### src/rtl/fsub_pipe.sv
// Three-stage pipelined IEEE-754 binary32 subtractor (y = x1 - x2), round-to-nearest-even,
// gradual underflow, valid/ready handshake on both sides with a global stall on output backpressure.
module fsub_pipe (
  input  logic        clk,
  input  logic        rst,
  input  logic        in_valid,
  output logic        in_ready,
  input  logic [31:0] x1,
  input  logic [31:0] x2,
  output logic        out_valid,
  input  logic        out_ready,
  output logic [31:0] y,
  output logic        ovf
);
  localparam int STAGES = 3;

  logic [STAGES:1] vld_q;
  logic            stall, en;

  assign stall     = vld_q[STAGES] & ~out_ready;
  assign en        = ~stall;
  assign in_ready  = en;
  assign out_valid = vld_q[STAGES];

  // ---------------- S1: unpack, classify, order by magnitude, align ----------------
  logic        a_nan, b_nan, a_inf, b_inf, swap;
  logic [7:0]  ea, eb, big_e, sml_e, dexp;
  logic [23:0] ma, mb, big_m, sml_m;
  logic [4:0]  dsh;
  logic [57:0] wide;
  logic        s1_sp_d, s1_sign_d, s1_sub_d, s1_zs_d;
  logic [31:0] s1_spv_d;
  logic [7:0]  s1_e_d;
  logic [26:0] s1_ma_d, s1_mb_d;
  logic        s1_sp_q, s1_sign_q, s1_sub_q, s1_zs_q;
  logic [31:0] s1_spv_q;
  logic [7:0]  s1_e_q;
  logic [26:0] s1_ma_q, s1_mb_q;

  always_comb begin
    a_nan = (&x1[30:23]) & (|x1[22:0]);
    b_nan = (&x2[30:23]) & (|x2[22:0]);
    a_inf = (&x1[30:23]) & ~(|x1[22:0]);
    b_inf = (&x2[30:23]) & ~(|x2[22:0]);
    s1_sp_d = (&x1[30:23]) | (&x2[30:23]);
    if (b_nan)              s1_spv_d = {x2[31], 8'hFF, 1'b1, x2[21:0]};
    else if (a_nan)         s1_spv_d = {x1[31], 8'hFF, 1'b1, x1[21:0]};
    else if (a_inf & b_inf) s1_spv_d = (x1[31] != x2[31]) ? x1 : 32'hFFC0_0000;
    else if (a_inf)         s1_spv_d = x1;
    else                    s1_spv_d = {~x2[31], x2[30:0]};

    // Exponent 0 behaves as exponent 1 with no hidden bit.
    ea = (x1[30:23] == 8'd0) ? 8'd1 : x1[30:23];
    eb = (x2[30:23] == 8'd0) ? 8'd1 : x2[30:23];
    ma = {|x1[30:23], x1[22:0]};
    mb = {|x2[30:23], x2[22:0]};
    swap  = x2[30:0] > x1[30:0];
    big_e = swap ? eb : ea;
    sml_e = swap ? ea : eb;
    big_m = swap ? mb : ma;
    sml_m = swap ? ma : mb;
    s1_sign_d = swap ? ~x2[31] : x1[31];
    s1_sub_d  = ~(x1[31] ^ x2[31]);
    s1_zs_d   = x1[31] & ~x2[31];
    dexp = big_e - sml_e;
    dsh  = (dexp > 8'd31) ? 5'd31 : dexp[4:0];
    // Bits shifted past the round position collapse into the sticky LSB.
    wide = {sml_m, 34'd0} >> dsh;
    s1_e_d  = big_e;
    s1_ma_d = {big_m, 3'b000};
    s1_mb_d = {wide[57:32], wide[31] | (|wide[30:0])};
  end

  // ---------------- S2: add/subtract, normalize ----------------
  logic [27:0] sum;
  logic [4:0]  lz;
  logic [7:0]  lim, sh;
  logic [26:0] nrm;
  logic        s2_zero_d;
  logic [8:0]  s2_e_d;
  logic        s2_sp_q, s2_sign_q, s2_zero_q, s2_zs_q;
  logic [31:0] s2_spv_q;
  logic [8:0]  s2_e_q;
  logic [25:0] s2_m_q;

  always_comb begin
    sum = s1_sub_q ? ({1'b0, s1_ma_q} - {1'b0, s1_mb_q}) : ({1'b0, s1_ma_q} + {1'b0, s1_mb_q});
    lz = 5'd27;
    for (int i = 0; i < 27; i++)
      if (sum[i]) lz = 5'(26 - i);
    lim = s1_e_q - 8'd1;
    sh  = ({3'b000, lz} < lim) ? {3'b000, lz} : lim;
    s2_zero_d = (sum == 28'd0);
    if (sum[27]) begin
      nrm    = {sum[27:2], sum[1] | sum[0]};
      s2_e_d = {1'b0, s1_e_q} + 9'd1;
    end else begin
      // Left shift is capped so the exponent never drops below 1; a missing hidden bit means denormal.
      nrm    = sum[26:0] << sh;
      s2_e_d = nrm[26] ? {1'b0, s1_e_q - sh} : 9'd0;
    end
  end

  // ---------------- S3: round and pack ----------------
  logic        rnd_up, big;
  logic [30:0] packed_mag;
  logic [31:0] y_d;
  logic        ovf_d;
  logic [31:0] y_q;
  logic        ovf_q;

  always_comb begin
    rnd_up     = s2_m_q[2] & (s2_m_q[1] | s2_m_q[0] | s2_m_q[3]);
    packed_mag = {s2_e_q[7:0], s2_m_q[25:3]} + {30'd0, rnd_up};
    big        = (s2_e_q >= 9'd255) | (&packed_mag[30:23]);
    ovf_d      = 1'b0;
    if (s2_sp_q)        y_d = s2_spv_q;
    else if (s2_zero_q) y_d = {s2_zs_q, 31'd0};
    else if (big) begin
      y_d   = {s2_sign_q, 8'hFF, 23'd0};
      ovf_d = 1'b1;
    end else            y_d = {s2_sign_q, packed_mag};
  end

  assign y   = y_q;
  assign ovf = ovf_q;

  always_ff @(posedge clk or posedge rst) begin
    if (rst) begin
      vld_q    <= '0;
      s1_sp_q  <= 1'b0; s1_sign_q <= 1'b0; s1_sub_q <= 1'b0; s1_zs_q <= 1'b0;
      s1_spv_q <= '0;   s1_e_q    <= '0;   s1_ma_q  <= '0;   s1_mb_q <= '0;
      s2_sp_q  <= 1'b0; s2_sign_q <= 1'b0; s2_zero_q <= 1'b0; s2_zs_q <= 1'b0;
      s2_spv_q <= '0;   s2_e_q    <= '0;   s2_m_q    <= '0;
      y_q      <= '0;   ovf_q     <= 1'b0;
    end else if (en) begin
      vld_q    <= {vld_q[STAGES-1:1], in_valid};
      s1_sp_q  <= s1_sp_d;  s1_sign_q <= s1_sign_d; s1_sub_q <= s1_sub_d; s1_zs_q <= s1_zs_d;
      s1_spv_q <= s1_spv_d; s1_e_q    <= s1_e_d;    s1_ma_q  <= s1_ma_d;  s1_mb_q <= s1_mb_d;
      s2_sp_q  <= s1_sp_q;  s2_sign_q <= s1_sign_q; s2_zero_q <= s2_zero_d; s2_zs_q <= s1_zs_q;
      s2_spv_q <= s1_spv_q; s2_e_q    <= s2_e_d;    s2_m_q    <= nrm[25:0];
      // Bubbles leave the last delivered result on y/ovf.
      if (vld_q[2]) begin
        y_q   <= y_d;
        ovf_q <= ovf_d;
      end
    end
  end
endmodule
### config.mk
export PLATFORM = sky130hd
export DESIGN_NAME = fsub_pipe
export DESIGN_NICKNAME = d
export VERILOG_FILES = /design/src/rtl/fsub_pipe.sv
export SDC_FILE = /design/constraint.sdc
export NUM_CORES = 1
export LEC_CHECK = 0
export CORE_AREA = 2 2 123 245
export DETAILED_ROUTE_END_ITERATION = 10
export DIE_AREA = 0 0 125 247
export GPL_TIMING_DRIVEN = 0
export PLACE_DENSITY = 0.83
export SLEW_MARGIN = 0
export SYNTH_ARGS = -nofsm -noshare
export SYNTH_HDL_FRONTEND = slang
export SYNTH_SLANG_ARGS = --single-unit
export TNS_END_PERCENT = 100
### constraint.sdc
create_clock -name clk -period 7.67 [get_ports clk]
set_input_delay 1.534 -clock clk [delete_from_list [all_inputs] [get_ports clk]]
set_output_delay 1.534 -clock clk [all_outputs]
set_load 0.01 [all_outputs]
Word-level counts from Yosys, hierarchy flattened
Cells that the tools add are included.

storage, ports and cells
  input bits = 68
  output and inout bits = 35
  memories kept = 0
  ROM bits = 0
  logic and storage cells = 116
  bits in latches = 0
  bits in writable memories = 0
  register bits = 202

operators by class
  muxes and demuxes = 51
  reductions and logical operators = 12
  shift-type cells = 2
  add/subtract/negate cells = 7
  div/mod/pow operators = 0
  order comparisons = 4
  equality and inequality tests = 1
  $mul = 0
  bitwise gates (word level) = 21

operators with widths
  kind                                                  number
  two-way mux 32 bit                                    7
  two-way mux 5 bit                                     27
  >> shifter 58 x 5 -> 58 bit                           1
  two-way mux 24 bit                                    2
  two-way mux 8 bit                                     6
  OR reduction 23 bit                                   2
  adder 31 x 1 -> 31 bit                                1
  greater-than comparator 31 bit                        1
  two-way mux 31 bit                                    1
  OR reduction 31 bit                                   1
  adder 27 x 27 -> 28 bit                               1
  logical NOT 28 bit                                    1
  two-way mux 28 bit                                    1
  subtractor 27 x 27 -> 28 bit                          1
  left shift 27 x 8 -> 27 bit                           1
  two-way mux 26 bit                                    1
  AND reduction 8 bit                                   3
  logical NOT 8 bit                                     2
  OR reduction 8 bit                                    2
  subtractor 8 bit                                      2
  adder 8 x 1 -> 9 bit (second input constant)          1
  >= comparator 9 x 8 -> 1 bit (second input constant)  1
  two-way mux 9 bit                                     1
  bitwise AND 1 bit                                     8
  9 further kinds                                       23

Longest topological paths before layout
Gate-level depths: netlist of run 1.

  depth in word-level cells = 34
  mapped depth = 39
  depth with buffers taken out = 33

Worst setup path after synthesis of run 1
OpenSTA, ideal clock, no wires.

  kind = input to register
  start = input port x1[1]
  end = register s1_mb_q[0]
  library setup time = 0.142 ns
  stages on the path = 35
  setup slack = -1.986 ns
  data arrival time = 9.514 ns
  required time = 7.528 ns
  path through = inv_1 ha_1 nor2b_1 o21a_1 o21a_1 o21a_1 o21ai_0 a21oi_1 o31a_1 o31ai_1 a21oi_1 clkbuf_1 buf_1 buf_1 clkbuf_1 mux2i_1 ha_1 nor2b_1 o21ai_0 a21boi_0 o21ai_0 a21boi_0 o21a_1 or3_1 nand4_1 clkbuf_1 buf_1 mux4_2 mux2i_1 mux2i_1 a21boi_0 nand4_1 or4_1 nor4_1 o221ai_1

on the way
  word-level cells in the longest chain between the ends = 8
  elaborated cells between the ends (all ways) = 10
  those cells by class = add/sub (1); order compare (2); shift (1); mux (4); bitwise (1); reduce/logical (1)

RTL lines
  element                                      RTL line  RTL
  start: declaration                           8         input logic [31:0] x1,
  greater-than comparator 31 bit               57        swap = x2[30:0] > x1[30:0];
  two-way mux 8 bit, on equally long branches  58, 59
  subtractor 8 bit                             65        dexp = big_e - sml_e;
  greater-than comparator 8 x 5 -> 1 bit       66        dsh = (dexp > 8'd31) ? 5'd31 : dexp[4:0];
  two-way mux 5 bit                            66
  >> shifter 58 x 5 -> 58 bit *                68        wide = {sml_m, 34'd0} >> dsh;
  OR reduction 31 bit                          71        s1_mb_d = {wide[57:32], wide[31] | (|wide[30:0])};
  OR 1 bit *                                   71
  end signal: assignment                       132       s1_spv_q <= '0; s1_e_q <= '0; s1_ma_q <= '0; s1_mb_q <= '0;
  end signal: assignment                       139       s1_spv_q <= s1_spv_d; s1_e_q <= s1_e_d; s1_ma_q <= s1_ma_d; s1_mb_q <= s1_mb_d;
  end: declaration                             38        logic [26:0] s1_ma_q, s1_mb_q;

Mark *: on every way between the ends. The rest lies on a longest branch, timed or not.
A chain may end at the register's enable or synchronous reset.

Worst setup path in the final report of run 1
  start = input port x2[7]
  end = register s1_mb_q[0]

on the way
  word-level cells in the longest chain between the ends = 8
  elaborated cells between the ends (all ways) = 10
  those cells by class = add/sub (1); order compare (2); shift (1); mux (4); bitwise (1); reduce/logical (1)

RTL lines
  element                                      RTL line  RTL
  start: declaration                           9         input logic [31:0] x2,
  greater-than comparator 31 bit               57
  two-way mux 8 bit, on equally long branches  58, 59
  subtractor 8 bit                             65
  greater-than comparator 8 x 5 -> 1 bit       66
  two-way mux 5 bit                            66
  >> shifter 58 x 5 -> 58 bit *                68
  OR reduction 31 bit                          71
  OR 1 bit *                                   71

Marked as above.

==> impl_metrics.csv, run 1 <==
group,metric,value,unit
status,status,"finished with violations",
status,violations,"setup timing",
synthesis,synth_edf_count,0,
critical_path,crit_family,"compound AO/OA/AOI/OAI gates",
cts,clock-sinks,202,
placement,gp_congestion,1.06,
synthesis,synthFlopType,"dfrtp_1",
synthesis,yosys_warnings,0,
global_routing,overflow,0,
pwr,ir_worst_vdd,0.000233,V
pwr,p_int,4060,uW
synthesis,yosysTopAreaCell,"dfrtp_1",
pwr,p_sw_share,49.3,%
sta,setup_tns,-672,ps
detailed_routing,routed_wirelength,70.0,mm
cts,clockBufferDepth,3,
detailed_routing,drt-initial-drc-count,1704,
global_routing,antenna_found_initial,0,
cts,cts_root_buf,"clkbuf_16",
critical_path,r2r_slack,280,ps
critical_path,r2r_start,"s1_mb_q[0]",
critical_path,worstPathArrival,8460,ps
cts,path_clk_slew,80,ps
sta,hold_ws,469,ps
pwr,cellPowerDensity,378,mW/mm^2
flow_run,cap_violations,0,
final_layout,fillerInstances,2282,
critical_path,crit_path_top_delay_cell,"or4_4",
detailed_routing,drc,0,
synthesis,ys_ff_latch,202,
synthesis,yosysTopAreaCellShare,28.4,%
critical_path,cpPeakStageDelay,560,ps
sta,rsz0062_at_grt,"true",
critical_path,cp-start-kind,"input pin",
critical_path,crit_fanout,10,
detailed_routing,via_per_inst,6.91,
sta,slew_viol_final,0,
floorplan,dieArea,0.0309,sq mm
final_layout,final_common_cell,"nand2_1",
critical_path,cp-end-kind,"flip-flop",
floorplan,start_util,61.0,%
floorplan,rows,89,
pwr,total_leakage_power,0.00945,uW
synthesis,syn-instance-count,2176,
detailed_routing,firstDrtPassIters,6,
cts,cts_buffers,19,
placement,postPlaceCellArea,0.0195,sq mm
global_routing,grt_use_total,43.8,%
sta,max_slew_margin,13.2,%
final_layout,mostFrequentLayoutCells,"nand2_1 (305), nor2_1 (220), dfrtp_1 (201)",
sta,hold_viol_final,0,
sta,max_slew.worst_pin.slew,1300,ps
floorplan,ios,103,
critical_path,critPathRequiredTime,8050,ps
floorplan,die_h,247,um
final_layout,fin_area,0.0212,sq mm
floorplan,core_area,0.0292,sq mm
pwr,p_sw,3940,uW
floorplan,die_x,125,um
critical_path,worstSetupPathType,"in2reg",
global_routing,grt_pass1_vias,17986,
sta,period_share,105,%
synthesis,syn-cell-area,0.0178,sq mm
min_path,hp-start,"vld_q[1]",
sta,post-route-min-period,8080,ps
final_layout,syn2layout_area_growth,19.1,%
global_routing,grt_pass1_wl,104,mm
synthesis,synthTopCellsByArea,"dfrtp_1 (28%), mux2i_1 (10%), ha_1 (7.2%)",
critical_path,path_buf_inv,5,
detailed_routing,ant_nets,0,
critical_path,reg2reg_to,"s2_m_q[6]",
pwr,p_seq_share,22.3,%
sta,setup_viol,2,
min_path,min_path_cells,2,
final_layout,diodes,0,
min_path,hold_end,"vld_q[1]",
sta,timing.fmax,0.124,GHz
placement,port_buffers,102,
synthesis,async_reset_ff_share,100,%
placement,dp_hpwl,52.7,mm
sta,skew,20.4,ps
final_layout,final_layout_size_suffix_gt1_share,14.0,%
sta,setup_slack,-406,ps
pwr,p_clk_share,13.3,%
critical_path,crit_top_cell,"mux2i_1",
detailed_routing,wl_per_cell,25.6,um
critical_path,reg2reg_depth,23,
final_layout,nets,2531,
cts,cts_tree,"yes",
synthesis,synth_area_per_cell,8.17,sq um
cts,insertion_delay,530,ps
synthesis,yosysSeqAreaShare,28.4,%
cts,ctsHtreeMaxLevel,1,
min_path,hold_path_class,"reg2reg",
cts,postCtsHoldBufs,0,
synthesis,ys_types,102,
global_routing,grt_start_max_net_pins,110,
detailed_routing,num_vias,18909,
pwr,pwr-share-comb,64.3,%
layout make-up:
| class | count | area (sq um) | area share (%) |
|---|---|---|---|
| sequential | 202 | 5060 | 23.9 |
| buffer | 130 | 674 | 3.18 |
| clock buffer | 23 | 520 | 2.46 |
| tap | 364 | 455 | 2.15 |
| multi-input combinational | 1740 | 12400 | 58.6 |
| inverter | 101 | 394 | 1.86 |
| clock inverter | 10 | 161 | 0.762 |
| timing repair buffer | 165 | 1520 | 7.17 |
worst max-delay path by stage:
stage / start / endpoint / slack, ps / cells after the start
CTS: x1[1] / s1_mb_q[0] / -240 / 35
finish: x2[7] / s1_mb_q[0] / -410 / 32
global route: x1[1] / s1_mb_q[0] / -490 / 35
floorplan: x2[1] / s1_mb_q[0] / -310 / 35
global placement: x1[1] / s1_mb_q[0] / -2770 / 37
detailed placement: x1[1] / s1_mb_q[0] / -2770 / 37
kinds of logic after synthesis:
family	count (synthesis)	synth area share (%)
compound gates	546	21.0
xor+xnor	71	3.54
fa+ha+maj	105	7.46
buf+inv	235	5.35
flops	202	28.4
mux	223	13.8
other cells	1	0.0211
simple gates	793	20.4
cell usage after synthesis (16+ instances only):
master and instances:
nand2_1 305, nor2_1 225, dfrtp_1 202, mux2i_1 181, a21oi_1 117, o21ai_0 117, ha_1 102, inv_1 94
clkbuf_1 93, nor3_1 47, a221oi_1 45, xnor2_1 41, nand3_1 38, o22ai_1 36, xor2_1 29, nand4_1 28
mux2_2 26, a211oi_1 25, a21o_1 24, buf_2 22, and3_1 20, o21a_1 20, nor2b_1 18, nor4_1 18
o31ai_1 18, nand2b_1 17, a31oi_1 16
registers in the layout, indices dropped and copies added, names as in the netlist:
register,cells
ovf,1
s1_e_q,8
s1_ma_q,24
s1_mb_q,27
s1_sign_q,1
s1_sp_q,1
s1_spv_q,32
s1_sub_q,1
s1_zs_q,1
s2_e_q,9
s2_m_q,26
s2_sign_q,1
s2_sp_q,1
s2_spv_q,32
s2_zero_q,1
s2_zs_q,1
vld_q,3
y,32
stage by stage:
stage	utilization, %	worst slack (ps)	total power [uW]	instances
3_3_place_gp	66.6	-2770	6360	2643
3_5_place_dp	66.7	-2770	6410	2645
2_1_floorplan	-	-310	4860	2177
4_1_cts	71.0	-235	7650	2713
6_report	72.6	-406	8000	2735
5_1_grt	72.6	-491	8370	2735
power by group through the flow:
| stage | registers, uW | clock network [uW] | logic (uW) |
|---|---|---|---|
| after floorplan | 1700 | 0 | 3160 |
| after global placement | 1770 | 0 | 4590 |
| after detailed placement | 1780 | 0 | 4620 |
| after CTS | 1770 | 1070 | 4810 |
| after global routing | 1810 | 1100 | 5450 |
| final | 1790 | 1070 | 5150 |
worst min-delay path, stage by stage, from the launching register on:
cell and delay [ps]:
dfrtp_1 340, nand2_1 50, nand2_1 50
per-layer routing:
metal / wire [um] / vias to the layer above / global-route usage [%]
met3: 6240 / 427 / 6.66
met4: 7580 / 0 / 38.4
met1: 23700 / 8929 / 49.2
met2: 32400 / 1292 / 71.9
li1: - / 8261 / -
met5: 0 / - / 0
timing repair:
action                     in CTS  in global routing
gates resized for setup       159                108
setup endpoints to repair      45                 50
pin swaps                      31                 32
buffers inserted               38                 24
(Power assumes the default switching activity.)
==> run 2: changes to the inputs <==
- CORE_AREA: 2 2 123 245 -> 2 2 131 260
- DIE_AREA: 0 0 125 247 -> 0 0 133 262
- PLACE_DENSITY: 0.83 -> 0.74
- SETUP_SLACK_MARGIN: unset -> 0.1
==> run 2 against run 1 <==
  * The run still ends with setup timing left
  * Sequential share of layout area is 0.44 points lower
  * Clock skew grew 22 ps
  * Count of clock-buffer cells in the layout rose by 6
  * Critical endpoint unchanged
  * Largest power group unchanged
==> impl_metrics.csv, run 2 (same netlist as run 1, synthesis figures left out) <==
group,metric,value,unit
detailed_routing,via_per_inst,6.67,
final_layout,syn2layout_area_growth,21.4,%
floorplan,dieArea,0.0348,sq mm
cts,clock-sinks,202,
cts,postCtsHoldBufs,0,
pwr,ir_worst_vdd,0.000226,V
sta,rsz0062_at_grt,"true",
cts,ctsHtreeMaxLevel,1,
cts,insertion_delay,540,ps
floorplan,start_util,54.2,%
sta,hold_viol_final,0,
final_layout,final_common_cell,"nand2_1",
pwr,p_int,4130,uW
global_routing,grt_pass1_wl,109,mm
final_layout,instances_no_fill,2811,
placement,dp_hpwl,56.9,mm
critical_path,r2r_start,"s1_ma_q[3]",
detailed_routing,ant_nets,0,
critical_path,critPathRequiredTime,8050,ps
critical_path,worstPathArrival,8510,ps
floorplan,core_area,0.0328,sq mm
pwr,pwr-share-comb,65.5,%
global_routing,overflow,0,
final_layout,mostFrequentLayoutCells,"nand2_1 (304), nor2_1 (220), dfrtp_1 (200)",
cts,cts_tree,"yes",
detailed_routing,drc,0,
global_routing,use_met1,42.2,%
placement,port_buffers,102,
detailed_routing,firstDrtPassIters,5,
critical_path,reg2reg_to,"s2_e_q[6]",
final_layout,fin_area,0.0216,sq mm
floorplan,die_x,133,um
global_routing,grt_pass1_vias,18663,
floorplan,rows,94,
global_routing,grtUsageMet3,4.86,%
detailed_routing,routed_wirelength,74.1,mm
pwr,p_seq_share,21.6,%
detailed_routing,wl_per_cell,26.4,um
cts,cts_buffers,21,
critical_path,crit_path_end,"s1_mb_q[0]",
status,status,"finished with violations",
pwr,p_sw_share,49.9,%
sta,max_slew.worst_pin.slew,1130,ps
pwr,total_leakage_power,0.00951,uW
status,violations,"setup timing",
detailed_routing,drt-initial-drc-count,1672,
cts,clockBufferDepth,3,
critical_path,crit_start,"x2[9]",
placement,dp_worst_setup_slack,-2690,ps
global_routing,grt-busiest-layer,"met2",
final_layout,diodes,0,
flow_run,cap_violations,0,
sta,hold_ws,465,ps
sta,post-route-min-period,8130,ps
pwr,cellPowerDensity,382,mW/mm^2
placement,dp_cells,2713,
critical_path,cp-end-kind,"flip-flop",
final_layout,multi_input_area,0.0126,sq mm
final_layout,final_layout_size_suffix_gt1_share,16.0,%
critical_path,cp-start-kind,"input pin",
placement,gp_congestion,1.08,
global_routing,grt_use_total,41.3,%
critical_path,crit_path_top_delay_cell,"dlygate4sd2_1",
cts,cts_root_buf,"clkbuf_16",
sta,period_share,106,%
sta,setup_viol,2,
final_layout,fillerInstances,2775,
sta,setup_slack,-460,ps
sta,skew,42.2,ps
critical_path,r2r_slack,130,ps
critical_path,worstSetupPathType,"in2reg",
sta,slew_viol_final,0,
global_routing,antenna_found_initial,0,
critical_path,reg2reg_depth,31,
pwr,p_sw,4120,uW
min_path,hold_path_class,"reg2reg",
floorplan,ios,103,
placement,postPlaceCellArea,0.0196,sq mm
critical_path,cpPeakStageDelay,540,ps
global_routing,grt_start_max_net_pins,120,
cts,path_clk_slew,60,ps
global_routing,grtUsageMet2,72.9,%
pwr,p_clk_share,12.8,%
detailed_routing,num_vias,18761,
final_layout,seq_area,0.00506,sq mm
sta,timing.fmax,0.123,GHz
sta,max_slew_margin,24.1,%
floorplan,die_h,262,um
critical_path,crit_fanout,7,
final_layout,nets,2538,
run 2: cell count changes in the layout (fill, tap and decap cells not counted), sizes merged:
cell and change:
inv -1, clkdlybuf4s50 +3, dlygate4sd2 +1, bufinv -2
clkbuf +10, clkdlybuf4s15 +3, clkdlybuf4s18 -1, dlymetal6s2s -5
run 2: timing repair:
item | in CTS | in global routing
setup endpoints to repair | 61 | 49
cloned | 3 | 0
gates resized for setup | 208 | 125
buffers inserted | 44 | 18
endpoints found under the hold margin | 0 | 0
pin swaps | 28 | 26
run 2: how the worst min path moves through the flow:
stage | start | end | slack, ps | cells past startpoint
6_report | s2_sign_q | s2_sign_q | 470 | 2
5_1_grt | s2_zs_q | s2_zs_q | 490 | 2
4_1_cts | s2_sign_q | s2_sign_q | 470 | 2
3_5_place_dp | s2_sign_q | s2_sign_q | 460 | 2
3_3_place_gp | s2_spv_q[23] | s2_spv_q[23] | 450 | 2
2_1_floorplan | s2_sign_q | s2_sign_q | 440 | 2
run 2: metrics by stage:
step | utilization [%] | setup TNS [ps] | power (uW)
floorplan | - | -310 | 4860
global placement | 59.5 | -429760 | 6480
detailed placement | 59.6 | -57080 | 6540
CTS | 64.2 | -269 | 7860
global route | 65.8 | -1440 | 8620
finish | 65.8 | -462 | 8250
run 2: power groups by stage:
stage / clock network (uW) / logic (uW) / registers, uW
4_1_cts: 1060 / 5030 / 1770
3_3_place_gp: 0 / 4710 / 1770
3_5_place_dp: 0 / 4760 / 1790
5_1_grt: 1100 / 5710 / 1810
2_1_floorplan: 0 / 3160 / 1700
6_report: 1060 / 5410 / 1790
run 2: critical path, delay by kind of cell:
kind	cells	cell delay, ps
compound gates	10	1620
fa+ha+maj	2	630
buf+inv	8	1550
mux	6	1210
simple gates	8	1940
run 2: final cells by class:
type / count / area share, %
buffer: 132 / 3.50
clock buffer: 29 / 2.80
clock inverter: 7 / 0.446
inverter: 101 / 1.83
multi-input combinational: 1740 / 58.2
sequential: 202 / 23.4
tap: 432 / 2.50
timing repair buffer: 168 / 7.26
run 2: layer usage:
| metal | wire length [um] | vias to the layer above | part of all wire, % |
|---|---|---|---|
| met1 | 24400 | 8964 | 33 |
| met4 | 8380 | 0 | 11 |
| met3 | 4670 | 443 | 6.3 |
| met2 | 36700 | 1071 | 49 |
| met5 | 0 | - | 0 |
| li1 | - | 8283 | - |
